## src/rtl/module_types.sv

```systemverilog
// Shared types for the CDB arbitration slice: result bus format, unit count
// and functional-unit indices.
package module_types;

    localparam int CDB_NUM_FU = 4;
    localparam int ROB_ID_W   = 6;
    localparam int XLEN       = 32;

    typedef enum logic [1:0] {
        FU_BR,
        FU_ALU,
        FU_MUL,
        FU_MEM
    } fu_idx_t;

    typedef struct packed {
        logic                valid;
        logic [ROB_ID_W-1:0] rob_id;
        logic [XLEN-1:0]     data;
    } cdb_output_t;

    // Index width that stays at least one bit wide for degenerate sizes.
    function automatic int idx_w(input int n);
        return (n > 1) ? $clog2(n) : 1;
    endfunction

endpackage

```

## src/rtl/rr_picker.sv

```systemverilog
// Round-robin picker: returns a one-hot grant for the first set request bit
// at or above start_ptr, wrapping past WIDTH-1.
module rr_picker #(
    parameter int WIDTH = 3,
    parameter int PTR_W = (WIDTH > 1) ? $clog2(WIDTH) : 1
) (
    input  logic [WIDTH-1:0] req,
    input  logic [PTR_W-1:0] start_ptr,
    output logic [WIDTH-1:0] grant,
    output logic             found
);

    logic [WIDTH-1:0] rot_req;
    logic [WIDTH-1:0] rot_gnt;

    // Rotate so start_ptr lands on bit 0, isolate the lowest set bit, rotate back.
    always_comb begin
        rot_req = WIDTH'({req, req} >> start_ptr);
        rot_gnt = rot_req & (~rot_req + WIDTH'(1));
        grant   = WIDTH'({rot_gnt, rot_gnt} >> (WIDTH - int'(start_ptr)));
        found   = |req;
    end

endmodule

```

## src/rtl/cdb_arbiter.sv

```systemverilog
// CDB arbiter: branch unit has fixed priority bounded by a starvation limiter,
// the other units share round-robin. Define CDB_ARB_PERF_EN for per-unit perf counters.
module cdb_arbiter
    import module_types::*;
#(
    parameter int NUM_FU       = CDB_NUM_FU,
    parameter int BR_IDX       = int'(FU_BR),
    parameter int STARVE_LIMIT = 4
) (
    input  logic                      clk,
    input  logic                      rst,
    input  logic                      flush,
    input  cdb_output_t               fu_cdb_info [NUM_FU],
    output logic [NUM_FU-1:0]         fu_stall,
    output cdb_output_t               cdb_out,
    output logic [$clog2(NUM_FU)-1:0] cdb_src
`ifdef CDB_ARB_PERF_EN
    ,
    output logic [31:0]               perf_grant_cnt [NUM_FU],
    output logic [31:0]               perf_stall_cnt [NUM_FU]
`endif
);

    localparam int SRC_W    = $clog2(NUM_FU);
    localparam int GRP_N    = NUM_FU - 1;
    localparam int PTR_W    = idx_w(GRP_N);
    localparam int STARVE_W = idx_w(STARVE_LIMIT + 1);

    // Handshake: fu_cdb_info[i].valid is the request; the result transfers in the
    // cycle valid=1 and fu_stall[i]=0, otherwise the unit holds it unchanged.
    logic [NUM_FU-1:0]   req;
    logic [NUM_FU-1:0]   grant;
    logic [NUM_FU-1:0]   nbr_gnt_fu;
    logic [GRP_N-1:0]    nbr_req;
    logic [GRP_N-1:0]    nbr_pick;
    logic                nbr_found;
    logic                br_req;
    logic                br_win;
    logic                br_granted;
    logic                nbr_granted;

    logic [PTR_W-1:0]    rr_ptr_q, rr_ptr_d;
    logic [STARVE_W-1:0] starve_cnt_q, starve_cnt_d;
    cdb_output_t         cdb_out_q, cdb_out_d;
    logic [SRC_W-1:0]    cdb_src_q, cdb_src_d;

    always_comb begin
        for (int i = 0; i < NUM_FU; i++) begin
            req[i] = fu_cdb_info[i].valid;
        end
    end

    // The round-robin group holds every unit except the branch unit, in index order.
    for (genvar j = 0; j < GRP_N; j++) begin : g_grp
        localparam int FU = (j < BR_IDX) ? j : j + 1;
        assign nbr_req[j]     = req[FU];
        assign nbr_gnt_fu[FU] = nbr_pick[j];
    end
    assign nbr_gnt_fu[BR_IDX] = 1'b0;

    rr_picker #(
        .WIDTH (GRP_N),
        .PTR_W (PTR_W)
    ) u_rr_picker (
        .req       (nbr_req),
        .start_ptr (rr_ptr_q),
        .grant     (nbr_pick),
        .found     (nbr_found)
    );

    assign br_req = req[BR_IDX];
    assign br_win = br_req && ((starve_cnt_q < STARVE_W'(STARVE_LIMIT)) || !nbr_found);

    always_comb begin
        grant = '0;
        if (!flush) begin
            if (br_win) begin
                grant[BR_IDX] = 1'b1;
            end else begin
                grant = nbr_gnt_fu;
            end
        end
        fu_stall = rst ? '0 : (req & ~grant & {NUM_FU{~flush}});
    end

    assign br_granted  = grant[BR_IDX];
    assign nbr_granted = |(grant & nbr_gnt_fu);

    always_comb begin
        cdb_out_d    = '0;
        cdb_src_d    = '0;
        rr_ptr_d     = rr_ptr_q;
        starve_cnt_d = starve_cnt_q;

        for (int i = 0; i < NUM_FU; i++) begin
            if (grant[i]) begin
                cdb_out_d = fu_cdb_info[i];
                cdb_src_d = SRC_W'(i);
            end
        end

        if (nbr_granted) begin
            for (int k = 0; k < GRP_N; k++) begin
                if (nbr_pick[k]) begin
                    rr_ptr_d = (k == GRP_N - 1) ? '0 : PTR_W'(k + 1);
                end
            end
        end

        // Counts only branch wins that actually held someone else off.
        if (flush || !nbr_found || nbr_granted) begin
            starve_cnt_d = '0;
        end else if (br_granted && (starve_cnt_q < STARVE_W'(STARVE_LIMIT))) begin
            starve_cnt_d = starve_cnt_q + STARVE_W'(1);
        end
    end

    always_ff @(posedge clk) begin
        if (rst) begin
            cdb_out_q    <= '0;
            cdb_src_q    <= '0;
            rr_ptr_q     <= '0;
            starve_cnt_q <= '0;
        end else begin
            cdb_out_q    <= cdb_out_d;
            cdb_src_q    <= cdb_src_d;
            rr_ptr_q     <= rr_ptr_d;
            starve_cnt_q <= starve_cnt_d;
        end
    end

    assign cdb_out = cdb_out_q;
    assign cdb_src = cdb_src_q;

    a_grant_onehot0: assert property (@(posedge clk) disable iff (rst) $onehot0(grant));
    a_grant_not_stalled: assert property (@(posedge clk) disable iff (rst) (grant & fu_stall) == '0);

`ifdef CDB_ARB_PERF_EN
    logic [31:0] perf_grant_cnt_q [NUM_FU];
    logic [31:0] perf_grant_cnt_d [NUM_FU];
    logic [31:0] perf_stall_cnt_q [NUM_FU];
    logic [31:0] perf_stall_cnt_d [NUM_FU];

    always_comb begin
        for (int i = 0; i < NUM_FU; i++) begin
            perf_grant_cnt_d[i] = perf_grant_cnt_q[i] + {31'b0, grant[i]};
            perf_stall_cnt_d[i] = perf_stall_cnt_q[i] + {31'b0, fu_stall[i]};
        end
    end

    always_ff @(posedge clk) begin
        for (int i = 0; i < NUM_FU; i++) begin
            if (rst) begin
                perf_grant_cnt_q[i] <= '0;
                perf_stall_cnt_q[i] <= '0;
            end else begin
                perf_grant_cnt_q[i] <= perf_grant_cnt_d[i];
                perf_stall_cnt_q[i] <= perf_stall_cnt_d[i];
            end
        end
    end

    assign perf_grant_cnt = perf_grant_cnt_q;
    assign perf_stall_cnt = perf_stall_cnt_q;
`endif

endmodule
```

## config.mk

```make
export PLATFORM = sky130hd
export DESIGN_NAME = cdb_arbiter
export DESIGN_NICKNAME = d
export VERILOG_FILES = /design/src/rtl/module_types.sv /design/src/rtl/rr_picker.sv /design/src/rtl/cdb_arbiter.sv
export SDC_FILE = /design/constraint.sdc
export NUM_CORES = 1
export LEC_CHECK = 0
export BUFFER_PORTS_ARGS = -buffer_cell sky130_fd_sc_hd__buf_2
export CAP_MARGIN = 25
export CORE_MARGIN = 2
export CORE_UTILIZATION = 31
export CTS_BUF_LIST = sky130_fd_sc_hd__clkbuf_8
export CTS_CLUSTER_DIAMETER = 80
export CTS_CLUSTER_SIZE = 8
export DETAILED_ROUTE_END_ITERATION = 10
export GPL_TIMING_DRIVEN = 0
export HOLD_SLACK_MARGIN = 0.1
export SETUP_SLACK_MARGIN = 0.4
export SYNTH_ARGS = -nofsm -noshare
export SYNTH_HDL_FRONTEND = slang
export SYNTH_SLANG_ARGS = --single-unit
```

## constraint.sdc

```tcl
create_clock -name clk -period 2.2 [get_ports clk]
set_clock_uncertainty 0.1 [all_clocks]
set_input_delay 0.44 -clock clk [delete_from_list [all_inputs] [get_ports clk]]
set_output_delay 0.44 -clock clk [all_outputs]
set_load 0.05 [all_outputs]
```

* Word-level counts from Yosys, hierarchy flattened
Cells that the tools add are included.
** Storage, ports and cells
- Flip-flop bits (word level) :: 46
- Bits in latches :: 0
- RAM bits :: 0
- Bits in read-only memories :: 0
- Input port bits :: 159
- Output and inout bits :: 45
- Word-level logic and storage cells :: 44
- Memories kept :: 0
** Operators by class
- Add/subtract/negate cells :: 3
- $mul :: 0
- Divide/modulo/power cells :: 0
- Order comparisons :: 1
- Equality and inequality tests :: 0
- Shift-type cells :: 2
- Multiplexer cells :: 14
- Bitwise operators :: 7
- Reduce and logical (&&, ||, !) cells :: 11
** Operators by type and width (count)
- 2-to-1 mux 39 bit :: 4
- right shift 6 x 32 -> 3 bit :: 1
- AND 4 bit :: 3
- 2-to-1 mux 2 bit :: 5
- 2-to-1 mux 4 bit :: 2
- adder 3 x 1 -> 3 bit (second input constant) :: 2
- right shift 6 x 2 -> 3 bit :: 1
- inverter 4 bit :: 1
- OR reduction 4 bit :: 1
- AND 3 bit :: 1
- logical OR 1 bit :: 3
- less-than comparator 3 bit (second input constant) :: 1
- 2-to-1 mux 3 bit :: 1
- inverter 3 bit :: 1
- nonzero test 3 bit :: 1
- OR reduction 3 bit :: 1
- subtractor 2 x 2 -> 3 bit (first input constant) :: 1
- logical AND 1 bit :: 2
- 2-to-1 mux 1 bit :: 2
- AND reduction 2 bit :: 1
- OR reduction 2 bit :: 1
- logical NOT 1 bit :: 1
- inverter 1 bit :: 1

* Depth between registers and ports, before layout
- Word-level depth :: 11
- Mapped depth :: 6
- Mapped depth without buffers :: 4

* Modules after synthesis
A second synthesis with hierarchy kept.
** Second synthesis, totals
- Cell total of the unflattened synthesis :: 380
- Area total of the unflattened synthesis :: 3088.0 um2
** By module, submodules not included
- cdb_arbiter :: times used 1, cells an instance 369, area each 3009.1 um2, sequential area each 920.9 um2
- rr_picker :: times used 1, cells an instance 11, area each 78.8 um2, sequential area each 0.0 um2

* Worst setup path before layout
Ideal clock, no wire load.
- Path kind :: in2out
- Start point :: in fu_cdb_info[155] in the netlist's numbering
- End point :: out fu_stall[1]
- Arrival time :: 2.498 ns
- Data required time :: 1.660 ns
- Slack :: -0.838 ns
- Cell stages on the path :: 5
- Path buffers :: 1
- Path through :: nor2b_1 a2111oi_4 buf_6 and2_1 nor4_1
** Between the ends
- Word-level cells in the longest chain between the ends :: 7
** RTL lines
- start, declared :: line cdb_arbiter.sv:13 : input cdb_output_t fu_cdb_info [NUM_FU],
- logical AND 1 bit :: line cdb_arbiter.sv:72 : assign br_win = br_req && ((starve_cnt_q < STARVE_W'(STARVE_LIMIT)) || !nbr_found);
- 2-to-1 mux 3 bit :: line cdb_arbiter.sv:77 : if (br_win) begin
- 2-to-1 mux 4 bit :: line cdb_arbiter.sv:76 : if (!flush) begin
- inverter 4 bit :: line cdb_arbiter.sv:83 : fu_stall = rst ? '0 : (req & ~grant & {NUM_FU{~flush}});
- AND 4 bit (2 in series) :: line cdb_arbiter.sv:83
- 2-to-1 mux 4 bit :: line cdb_arbiter.sv:83
- end, declared :: line cdb_arbiter.sv:14 : output logic [NUM_FU-1:0] fu_stall,
No other way between the ends.

* Worst setup path in the final report
- Start point :: reg rr_ptr_q[1]
- End point :: out fu_stall[3]
** Between the ends
- Word-level cells in the longest chain between the ends :: 11
- Elaborated cells between the ends (all ways) :: 12
- Those cells by class :: 2 x add/sub; 2 x shift; 3 x mux; 5 x bitwise
** RTL lines
- start, declared :: line cdb_arbiter.sv:42 : logic [PTR_W-1:0] rr_ptr_q, rr_ptr_d;
- start signal, assigned :: line cdb_arbiter.sv:127 : rr_ptr_q <= rr_ptr_d;
- right shift 6 x 2 -> 3 bit :: line rr_picker.sv:18 : rot_req = WIDTH'({req, req} >> start_ptr);
- inverter 3 bit :: line rr_picker.sv:19 : rot_gnt = rot_req & (~rot_req + WIDTH'(1));
- adder 3 x 1 -> 3 bit :: line rr_picker.sv:19
- AND 3 bit :: line rr_picker.sv:19
- right shift 6 x 32 -> 3 bit (*) :: line rr_picker.sv:20 : grant = WIDTH'({rot_gnt, rot_gnt} >> (WIDTH - int'(start_ptr)));
- 2-to-1 mux 3 bit (*) :: line cdb_arbiter.sv:77
- 2-to-1 mux 4 bit (*) :: line cdb_arbiter.sv:76
- inverter 4 bit (*) :: line cdb_arbiter.sv:83
- AND 4 bit (*) (2 in series) :: line cdb_arbiter.sv:83
- 2-to-1 mux 4 bit (*) :: line cdb_arbiter.sv:83
Mark *: on every way between the ends. The rest lies on a longest branch, timed or not.

==> out/results.ini <==
[hold_path]
hp-class = in2reg

[clocking]
cts_sinks = 46
htree_num_levels = 2
clockBufferDepth = 2
clk_pin_slew_ns = 0.09
cts_made_buffers = 5
cts_root_buf = clkbuf_8
cts_hold_buffers = 0
cts_tree = done
clkLatencyLatePin_ns = 0.29

[sta]
setup_viol = 3
setup_slack_ns = -0.0515
rsz0062_at_grt = yes
hold_violations = 0
post-route-period-util_pct = 102
drv_slew = 0
tightestPinTransition_ns = 0.781
fmax_ghz = 0.444
slew_headroom_pct = 47.9
period_minus_slack_ns = 2.25

[grt]
antenna_found_initial = 0
track_usage_pct = 19.8
grt_pass1_vias = 3624
grt_start_max_net_pins = 13
grt_overflow = 0
grt_pass1_wl_um = 17500

[critical_path]
reg2reg_slack_ns = 0.23
r2r-start = rr_ptr_q[1]
timing.rr.end = cdb_out[25]
cp.required_ns = 1.66
crit_slowest_cell = dfxtp_4
cp-start-kind = flip-flop
startpoint = rr_ptr_q[1]
path_max_fanout = 7
slowest_delay_ns = 0.37
r2r_cells = 7
crit_path_end = fu_stall[3]
crit_type = reg2out
arrival_ns = 1.71
worstPathCellList = nor2b_1 > o31a_1 > and2_4 > clkbuf_8 > buf_12 > nor2_4 > buf_6
end_kind = output pin

[status]
status = finished with violations
violations = negative setup slack

[cells_and_area]
area_growth_pct = 64.2
final_cell_count_no_fill = 727
drive_gt1_share_pct = 56.1
diodes = 0
layout.nets = 754
fin_util_pct = 52.1

[pwr]
powerDensity_mw_per_mm2 = 430
p_leak_nw = 2.37
peakVddDrop_mv = 0.207

[die]
core_mm2 = 0.00973
ios = 204
initial_utilization_pct = 31.7
fp.dieW_um = 104
die_area_mm2 = 0.0108
row_count = 36
fp.dieH_um = 104

[logic_synthesis]
synthTopCellsByArea = dfxtp_1, a221oi_2, a32oi_1
syn_avg_cell_area_um2 = 8.53
yosysMostFrequentCell = inv_1
async_flop_share_pct = 0
yosysSeqAreaShare_pct = 29.8
synthCells = 362
synth_ff_type = dfxtp_1
yosysTopAreaCellShare_pct = 29.8
synthesis.area_mm2 = 0.00309
yosysTopAreaCell = dfxtp_1
netlist_top_cells_count = inv_1, dfxtp_1, a211oi_1, a32oi_1, a221oi_2
ys_types = 39
syn_nets = 522
ys_warn_count = 0
synth_edf_count = 0
ys_seq_elements = 46

[run]
max_cap_violations = 0

[routing]
drc = 0
vias = 3669
wl_per_cell_um = 15.7
drt_first_iter_violations = 105
wl_um = 11400
antenna_left = 0
first_pass_iters = 7
routed_via_density = 5.05

[placement]
place_ws_ns = -0.345
place_congestion = 0.769
portBuffers = 202
dp_cells = 697
place_hpwl_um = 8340

placed cells by master, fill, tap and decap left out, types with 8 or more instances in the layout:
master / netlist / final
o21ai_0: 36 / 29
clkbuf_1: 24 / 12
buf_2: 10 / 197
a32oi_1: 38 / 24
a221oi_2: 37 / 37
clkbuf_8: 0 / 8
buf_6: 2 / 13
inv_1: 80 / 82
a211oi_1: 38 / 38
o21ai_1: 3 / 9
buf_4: 4 / 21
dfxtp_1: 46 / 43
a32oi_2: 0 / 14
worst min path at each step:
stage,endpoint,slack (ns),start,cells past startpoint
after floorplan,starve_cnt_q[1],0.40,starve_cnt_q[1],2
after global placement,starve_cnt_q[1],0.41,starve_cnt_q[1],2
after detailed placement,starve_cnt_q[1],0.43,starve_cnt_q[1],2
after global routing,cdb_out[9],0.27,fu_cdb_info[9],3
after CTS,cdb_out[19],0.27,fu_cdb_info[19],3
final,cdb_out[0],0.28,fu_cdb_info[0],3
metal layers:
layer  routed length [µm]  GRT usage, %
met4                  238          6.47
met5                    0             0
met2                 5560          34.9
met1                 4820          23.7
met3                  790          4.53
power breakdown:
group,switching [W],total (W),leakage [nW],internal (W)
Sequential,0.0000124,0.000887,0.379,0.000875
Combinational,0.000473,0.000805,1.94,0.000332
Clock,0.000278,0.000488,0.0466,0.000210
what timing repair did:
action | 4_1_cts | 5_1_grt
endpoints found under the hold margin | 0 | 0
pin swaps | 7 | 8
buffers inserted | 12 | 7
gates resized for setup | 54 | 51
gates cloned | 1 | 3
setup endpoints to repair | 45 | 46
state kept, by name, summed over array words and instances (netlist names):
name / flops
starve_cnt_q: 3
cdb_src: 2
rr_ptr_q: 2
cdb_out: 39
metrics by stage:
stage | total power [W] | TNS [ns] | instance area (µm²) | hold WS [ns]
2_1_floorplan | 0.00135 | 0 | 3190 | 0.402
3_3_place_gp | 0.00160 | -2.86 | 4360 | 0.413
3_5_place_dp | 0.00161 | -3.29 | 4360 | 0.435
4_1_cts | 0.00215 | -0.199 | 4740 | 0.273
5_1_grt | 0.00231 | -0.293 | 5070 | 0.274
6_report | 0.00218 | -0.117 | 5070 | 0.284
layout make-up:
cell class / count / area (µm²)
buffer: 42 / 369
tap: 133 / 166
multi-input combinational: 194 / 1900
clock buffer: 5 / 68.8
sequential: 46 / 930
inverter: 80 / 300
clock inverter: 2 / 7.51
timing repair buffer: 225 / 1330
fill: 953 / 4660
cells by family (layout without fill, tap and decap cells):
group | count (synthesis) | count (layout) | share of synthesized area (%)
AND/OR/NAND/NOR | 24 | 24 | 3.85
flip-flops | 46 | 46 | 29.8
AO/OA/AOI/OAI | 167 | 167 | 48.7
adder cells (fa/ha/maj) | 1 | 1 | 0.405
multiplexers | 1 | 1 | 0.324
buffers and inverters | 122 | 354 | 16.6
XOR/XNOR | 1 | 1 | 0.284
worst max-delay path, delay by kind of cell, from the launching register on:
family	cells	cell delay (ns)
flip-flops	1	0.37
buffers and inverters	3	0.41
AND/OR/NAND/NOR	3	0.34
AO/OA/AOI/OAI	1	0.30
No activity file was read; power rests on OpenSTA's default activity.
